===== src/rtl/ibex_pkg.sv =====
// Shared types and the load alignment helper for the LSU response path.
package ibex_pkg;

  localparam logic [1:0] LS_BYTE = 2'd0;
  localparam logic [1:0] LS_HALF = 2'd1;
  localparam logic [1:0] LS_WORD = 2'd2;

  typedef struct packed {
    logic       is_load;
    logic       is_cap;
    logic [1:0] size;
    logic       sign_ext;
    logic [1:0] offset;
    logic       two_beat;
  } load_desc_t;

  typedef enum logic [0:0] {
    LR_IDLE   = 1'b0,
    LR_SECOND = 1'b1
  } lr_state_e;

  // Single-beat data sits in hi alone; two-beat data is {hi, lo} with the offset into lo.
  function automatic logic [31:0] load_align(load_desc_t desc, logic [31:0] hi, logic [31:0] lo);
    logic [63:0] beats;
    logic [31:0] shifted;
    logic [31:0] res;
    if (!desc.is_load) begin
      res = 32'h0;
    end else if (desc.is_cap) begin
      res = lo;
    end else begin
      beats   = desc.two_beat ? {hi, lo} : {32'h0, hi};
      shifted = 32'(beats >> {desc.offset, 3'b000});
      case (desc.size)
        LS_BYTE: res = {{24{desc.sign_ext & shifted[7]}}, shifted[7:0]};
        LS_HALF: res = {{16{desc.sign_ext & shifted[15]}}, shifted[15:0]};
        LS_WORD: res = shifted;
        default: res = shifted;
      endcase
    end
    return res;
  endfunction

endpackage


===== src/rtl/ibex_load_resp_unit_chk.sv =====
// Protocol checks for the load response unit.
module ibex_load_resp_unit_chk (
  input logic clk_i,
  input logic rst_i,
  input logic rf_we,
  input logic rf_wcap,
  input logic resp_valid,
  input logic in_second,
  input logic pend_empty,
  input logic rvalid,
  input logic push,
  input logic full
);

  a_we_resp: assert property (@(posedge clk_i) disable iff (rst_i) rf_we |-> resp_valid)
    else $error("register write without a response");
  a_wcap_we: assert property (@(posedge clk_i) disable iff (rst_i) rf_wcap |-> rf_we)
    else $error("capability write without register write");
  a_second_pend: assert property (@(posedge clk_i) disable iff (rst_i) in_second |-> !pend_empty)
    else $error("second-beat state with no outstanding descriptor");
  a_push_full: assert property (@(posedge clk_i) disable iff (rst_i) push |-> !full)
    else $error("descriptor accepted while full");
  a_unsolicited: assert property (@(posedge clk_i) disable iff (rst_i) rvalid |-> !pend_empty)
    else $warning("data response with no outstanding transaction");

endmodule


===== src/rtl/ibex_load_resp_unit_fifo.sv =====
// Descriptor FIFO for outstanding data-memory transactions; ready is a registered !full.
module ibex_load_resp_fifo
  import ibex_pkg::*;
#(
  parameter int unsigned Depth = 2
) (
  input  logic       clk_i,
  input  logic       rst_i,
  input  logic       push_i,
  input  load_desc_t push_desc_i,
  input  logic       pop_i,
  output load_desc_t head_o,
  output logic       ready_o,
  output logic       empty_o,
  output logic       full_o
);

  localparam int unsigned PtrW = $clog2(Depth);
  localparam int unsigned CntW = PtrW + 1;
  localparam logic [CntW-1:0] DepthCnt = CntW'(Depth);

  load_desc_t      mem_r [Depth];
  logic [PtrW-1:0] wr_ptr_r;
  logic [PtrW-1:0] rd_ptr_r;
  logic [CntW-1:0] count_r;
  logic [CntW-1:0] count_next_s;
  logic            ready_r;
  logic            push_s;
  logic            pop_s;

  assign push_s  = push_i & ready_r;
  assign pop_s   = pop_i & ~empty_o;
  assign empty_o = (count_r == {CntW{1'b0}});
  assign full_o  = (count_r == DepthCnt);
  assign ready_o = ready_r;
  assign head_o  = mem_r[rd_ptr_r];

  // Occupancy after this cycle's push/pop.
  always_comb begin
    count_next_s = count_r;
    case ({push_s, pop_s})
      2'b10:   count_next_s = count_r + CntW'(1);
      2'b01:   count_next_s = count_r - CntW'(1);
      default: count_next_s = count_r;
    endcase
  end

  // Pointers, count and the registered ready flag.
  always_ff @(posedge clk_i) begin
    if (rst_i) begin
      wr_ptr_r <= {PtrW{1'b0}};
      rd_ptr_r <= {PtrW{1'b0}};
      count_r  <= {CntW{1'b0}};
      ready_r  <= 1'b0;
    end else begin
      if (push_s) wr_ptr_r <= wr_ptr_r + PtrW'(1);
      if (pop_s)  rd_ptr_r <= rd_ptr_r + PtrW'(1);
      count_r <= count_next_s;
      ready_r <= (count_next_s != DepthCnt);
    end
  end

  // Descriptor storage; contents are only read while non-empty.
  always_ff @(posedge clk_i) begin
    if (push_s) mem_r[wr_ptr_r] <= push_desc_i;
  end

endmodule


===== src/rtl/ibex_load_resp_unit.sv =====
// LSU response end: tracks issued transactions, assembles load results and drives the writeback port.
module ibex_load_resp_unit
  import ibex_pkg::*;
#(
  parameter int unsigned CheriCapWidth = 91,
  parameter int unsigned MemCapWidth   = 65,
  parameter int unsigned PendDepth     = 2
) (
  input  logic                     clk_i,
  input  logic                     rst_i,
  input  logic                     issue_valid_i,
  output logic                     issue_ready_o,
  input  load_desc_t               issue_desc_i,
  input  logic                     data_rvalid_i,
  input  logic [31:0]              data_rdata_i,
  input  logic                     data_rtag_i,
  input  logic                     data_err_i,
  output logic                     rf_we_lsu_o,
  output logic                     rf_wcap_lsu_o,
  output logic [31:0]              rf_wdata_int_lsu_o,
  output logic [CheriCapWidth-1:0] rf_wdata_cap_lsu_o,
  output logic                     lsu_resp_valid_o,
  output logic                     lsu_resp_err_o,
  output logic                     pend_empty_o
);

  load_desc_t             head_s;
  logic                   empty_s;
  logic                   full_s;
  logic                   push_s;
  logic                   beat_s;
  logic                   first_s;
  logic                   final_s;
  logic                   err_s;
  logic [MemCapWidth-1:0] mem_cap_s;
  lr_state_e              state_r;
  lr_state_e              state_next_s;
  logic [31:0]            lo_r;
  logic                   tag_r;
  logic                   err_r;

  assign push_s       = issue_valid_i & issue_ready_o;
  assign pend_empty_o = empty_s;

  ibex_load_resp_fifo #(
    .Depth (PendDepth)
  ) u_fifo (
    .clk_i       (clk_i),
    .rst_i       (rst_i),
    .push_i      (issue_valid_i),
    .push_desc_i (issue_desc_i),
    .pop_i       (final_s),
    .head_o      (head_s),
    .ready_o     (issue_ready_o),
    .empty_o     (empty_s),
    .full_o      (full_s)
  );

  // Beats arriving with nothing outstanding are dropped here.
  assign beat_s    = data_rvalid_i & ~empty_s & ~rst_i;
  assign first_s   = beat_s & (state_r == LR_IDLE) & head_s.two_beat;
  assign final_s   = beat_s & ((state_r == LR_SECOND) | ~head_s.two_beat);
  assign err_s     = final_s & (((state_r == LR_SECOND) & err_r) | data_err_i);
  assign mem_cap_s = MemCapWidth'({tag_r & data_rtag_i & ~err_s, data_rdata_i, lo_r});

  // Beat-sequencing next state.
  always_comb begin
    state_next_s = state_r;
    case (state_r)
      LR_IDLE: begin
        if (first_s) state_next_s = LR_SECOND;
        else         state_next_s = LR_IDLE;
      end
      LR_SECOND: begin
        if (beat_s) state_next_s = LR_IDLE;
        else        state_next_s = LR_SECOND;
      end
      default: state_next_s = LR_IDLE;
    endcase
  end

  // State and first-beat holding registers.
  always_ff @(posedge clk_i) begin
    if (rst_i) begin
      state_r <= LR_IDLE;
      lo_r    <= 32'h0;
      tag_r   <= 1'b0;
      err_r   <= 1'b0;
    end else begin
      state_r <= state_next_s;
      if (first_s) begin
        lo_r  <= data_rdata_i;
        tag_r <= data_rtag_i;
        err_r <= data_err_i;
      end
    end
  end

  // Zero-latency response and write port on the final beat.
  always_comb begin
    lsu_resp_valid_o   = final_s;
    lsu_resp_err_o     = err_s;
    rf_we_lsu_o        = 1'b0;
    rf_wcap_lsu_o      = 1'b0;
    rf_wdata_int_lsu_o = 32'h0;
    rf_wdata_cap_lsu_o = {CheriCapWidth{1'b0}};
    if (final_s & head_s.is_load & ~err_s) begin
      rf_we_lsu_o        = 1'b1;
      rf_wcap_lsu_o      = head_s.is_cap;
      rf_wdata_int_lsu_o = load_align(head_s, data_rdata_i, lo_r);
      if (head_s.is_cap) rf_wdata_cap_lsu_o = CheriCapWidth'(mem_cap_s);
      else               rf_wdata_cap_lsu_o = {CheriCapWidth{1'b0}};
    end else begin
      rf_we_lsu_o        = 1'b0;
      rf_wdata_cap_lsu_o = {CheriCapWidth{1'b0}};
    end
  end

  ibex_load_resp_unit_chk u_chk (
    .clk_i      (clk_i),
    .rst_i      (rst_i),
    .rf_we      (rf_we_lsu_o),
    .rf_wcap    (rf_wcap_lsu_o),
    .resp_valid (lsu_resp_valid_o),
    .in_second  (state_r == LR_SECOND),
    .pend_empty (empty_s),
    .rvalid     (data_rvalid_i),
    .push       (push_s),
    .full       (full_s)
  );

endmodule


===== config.mk =====
export PLATFORM = sky130hd
export DESIGN_NAME = ibex_load_resp_unit
export DESIGN_NICKNAME = d
export VERILOG_FILES = /design/src/rtl/ibex_pkg.sv /design/src/rtl/ibex_load_resp_unit_chk.sv /design/src/rtl/ibex_load_resp_unit_fifo.sv /design/src/rtl/ibex_load_resp_unit.sv
export SDC_FILE = /design/constraint.sdc
export NUM_CORES = 1
export LEC_CHECK = 0
export BUFFER_PORTS_ARGS = -buffer_cell sky130_fd_sc_hd__buf_4
export CAP_MARGIN = 20
export CORE_MARGIN = 5
export CORE_UTILIZATION = 46
export CTS_CLUSTER_DIAMETER = 150
export DETAILED_ROUTE_END_ITERATION = 10
export GPL_TIMING_DRIVEN = 0
export PLACE_DENSITY_LB_ADDON = 0.15
export SLEW_MARGIN = 30
export SYNTH_ARGS = -nofsm -noshare
export SYNTH_HDL_FRONTEND = slang
export SYNTH_SLANG_ARGS = --single-unit

===== constraint.sdc =====
create_clock -name clk_i -period 3.4 [get_ports clk_i]
set_input_delay 0.17 -clock clk_i [delete_from_list [all_inputs] [get_ports clk_i]]
set_output_delay 0.17 -clock clk_i [all_outputs]
set_load 0.01 [all_outputs]

==> metrics.md <==
| Metric | Value |
|---|---|
| Status | finished clean |
| Clk_lat worst skew | 350 ps |
| Final WS setup | 121 ps |
| Netlist cell types | 45 |
| Post-route ant nets | 0 |
| Die W | 109 um |
| Seq/Total Area, Yosys | 29.0% |
| Total routed wirelength | 18400 um |
| Global-route wire length before repair | 27800 um |
| WHS | 7.86 ps |
| DRT iter0 DRCs | 594 |
| Vias per cell | 5.59 |
| Avg Cell Area, Syn | 7.74 um2 |
| Maxcap violations | 0 |
| TritonCTS buffer count | 9 |
| Slew HR | 42.1% |
| Slew @ Worst Pin | 865 ps |
| Setup crit start kind | flip-flop |
| Via count | 5099 |
| CTS tree | built |
| Finished Layout Cells | 912 |
| Critical Path Sink | rf_wdata_int_lsu_o[1] |
| Dpl ws | 307 ps |
| Tmin final | 3280 ps |
| Kind of critical path | flip-flop to output pin |
| Total congestion overflow | 0 |
| Final HPWL DP | 14200 um |
| Die Y | 109 um |
| Share of the synthesized area in the top cell type | 18.3% |
| H-tree depth | 3 |
| Final net count | 821 |
| Setup violators final | 0 |
| Drt first pass iters | 5 |
| Sink Count | 57 |
| Leak | 0.00284 uW |
| Fraction of layout cells with a size suffix above 1 | 29.0% |
| Mapped cell area | 4490 um2 |
| Synth area leader | dfxtp_1 |
| Drc violations | 0 |
| Starting Density | 46.6% |
| CP required | 3230 ps |
| Worst clock skew | 11.1 ps |
| Top cells by area, synth | dfxtp_1 (18%), edfxtp_1 (11%), and2_1 (10%) |
| GPL Wtd Cong | 0.931 |
| Period utilization | 96.4% |
| Dpl cells | 886 |
| Fmax | 0.305 GHz |
| Yosys reg bits | 57 |
| Multi-input logic area | 2900 um2 |
| Tot Pwr | 1870 uW |
| Clk root buf | clkbuf_8 |
| Core area | 9640 um2 |
| IO Pins | 175 |
| Hold depth | 1 |
| Initial antenna violation count | 0 |
| Largest net degree at the start of global routing | 13 |
| Yosys warning total | 0 |
| Reg-to-reg slack, setup | 890 ps |
| Register Area | 1300 um2 |
| R2r worst-path depth | 8 |
| Max VDD drop | 0.201 mV |
| Final hold vios | 0 |
| Number of port buffers | 148 |
| HP Class | input pin to flip-flop |
| CTS Buffer Depth | 2 |
| Die area | 11800 um2 |
| Area delta synth->final | 37.4% |
| Max-slew violation count | 0 |
| Critical Path End Type | output pin |
| Cells after Synth | 580 |
| PwrDens | 303 nW/um2 |
| Reg2reg end | lo_r[0] |
| Clk slew on worst S/H paths | 80 ps |
| Crit-path max FO | 10 |
| Fillers | 908 |
| Placement row count | 36 |
| GRT Resource Usage Total | 30.9% |
| Vias in the first global route | 4988 |
| N_diodes | 0 |
| Drt wl/cell | 20.2 um |
| Critical path arrival | 3110 ps |
-- metrics by stage --
stage	util [%]	cell area (um2)	setup TNS, ps
finish	64.0	6170	0
global route	64.0	6170	-10.5
CTS	63.5	6120	0
detailed placement	60.8	5860	0
global placement	60.8	5860	0
floorplan	-	4580	0
-- repair_timing --
action	in CTS	in global routing
gates resized for setup	1	8
pin swaps	0	1
setup buffers	0	3
hold buffers	6	1
setup endpoints to repair	6	58
hold endpoints to repair	12	2
-- where the power goes --
part           switching, uW  total [uW]  internal, uW  leakage [uW]
combinational            275         461           186       0.00226
sequential              27.4         753           726      0.000479
clock                    342         657           315     0.0000984
-- cells in the mapped netlist --
cell / n
a211oi_1: 9
a21o_1: 3
a21oi_1: 21
a221oi_1: 1
a311o_1: 1
a311oi_1: 7
a31oi_1: 7
a32oi_1: 1
and2_1: 74
and3_1: 2
buf_2: 11
buf_4: 26
buf_6: 2
clkbuf_1: 28
clkbuf_2: 1
conb_1: 1
dfxtp_1: 41
edfxtp_1: 16
ha_1: 1
inv_1: 3
mux2_2: 4
mux2i_1: 40
mux2i_2: 2
mux2i_4: 1
mux4_2: 2
nand2_1: 90
nand2b_1: 34
nand3_1: 4
nor2_1: 30
nor2b_1: 5
nor3_1: 8
nor3_2: 1
nor3b_2: 2
nor4bb_1: 1
o2111a_1: 1
o211ai_1: 7
o21ai_0: 56
o21bai_1: 16
o221ai_2: 1
o2bb2ai_1: 7
o31ai_4: 1
or2_1: 1
or3_1: 8
xnor2_1: 1
xor2_1: 1
-- how the worst min path moves through the flow --
stage                    startpoint                  to  slack (ps)
CTS                 issue_desc_i[1]  u_fifo.mem_r[1][1]         0.8
global route        issue_desc_i[0]  u_fifo.mem_r[1][0]           1
detailed placement  issue_desc_i[7]  u_fifo.mem_r[1][7]         360
floorplan           issue_desc_i[0]  u_fifo.mem_r[0][0]         270
finish              issue_desc_i[0]  u_fifo.mem_r[0][0]           8
global placement    issue_desc_i[7]  u_fifo.mem_r[1][7]         360
-- area by class of cell --
cell class | count | share of cell area (%)
flip-flops and latches | 57 | 21.1
multi-input cells | 477 | 47.0
clock buffers | 10 | 2.41
inverters | 3 | 0.183
plain buffers | 68 | 6.29
repair buffers | 158 | 19.5
clock inverters | 6 | 0.771
well taps | 133 | 2.70
-- worst max-delay path: stages, from the launching register on --
cell and delay (ps):
dfxtp_1 340, buf_6 170, mux2i_4 440, buf_2 340
buf_2 380, nand2_1 110, a31oi_1 380, nand2_1 100
a311oi_1 320, buf_4 180
-- cells in the final DEF (no fill, tap or decap), types with 2 or more instances in the layout --
cell | Yosys | final
nand2b_1 | 34 | 34
or3_1 | 8 | 8
mux2i_1 | 40 | 40
o211ai_1 | 7 | 7
clkinv_4 | 0 | 2
a21oi_1 | 21 | 20
and3_1 | 2 | 2
clkbuf_8 | 0 | 9
a211oi_1 | 9 | 9
nand3_1 | 4 | 4
o21bai_1 | 16 | 16
mux2i_4 | 1 | 2
inv_6 | 0 | 2
nand2_1 | 90 | 90
nor2_1 | 30 | 30
a21o_1 | 3 | 3
dfxtp_1 | 41 | 41
clkbuf_2 | 1 | 5
nor3_1 | 8 | 8
inv_1 | 3 | 3
nor2b_1 | 5 | 5
buf_2 | 11 | 11
buf_6 | 2 | 2
a311oi_1 | 7 | 7
o21ai_0 | 56 | 56
mux4_2 | 2 | 2
and2_1 | 74 | 74
o2bb2ai_1 | 7 | 7
buf_4 | 26 | 177
edfxtp_1 | 16 | 16
nor3b_2 | 2 | 2
dlygate4sd3_1 | 0 | 7
conb_1 | 1 | 26
mux2_2 | 4 | 4
a31oi_1 | 7 | 7
clkbuf_1 | 28 | 24
-- routing by layer --
layer  vias up  GRT usage, %  routed length, um
met5         -             0                 37
met4         2          11.0                489
met3        53          7.64               2120
met2       328          49.6               8300
met1      2369          40.4               7460
li1       2347             -                  -
-- flip-flops by register name (all words and copies together), names as in the netlist, named ones only --
signal and flops:
err_r 1, lo_r 32, state_r 1, tag_r 1, u_fifo.count_r 2, u_fifo.mem_r 16
u_fifo.rd_ptr_r 1, u_fifo.ready_o 1, u_fifo.wr_ptr_r 1
-- logic make-up after synthesis --
family / Yosys count / share of synthesized area (%)
AOI/OAI and AO/OA: 139 / 19.8
and+or+nand+nor: 260 / 29.6
DFF: 57 / 29.0
adders and majority gates: 1 / 0.279
other: 1 / 0.0835
muxes: 49 / 12.0
buffers and inverters: 71 / 8.78
xor gates and xnor gates: 2 / 0.390
No activity file was read; power rests on OpenSTA's default activity.
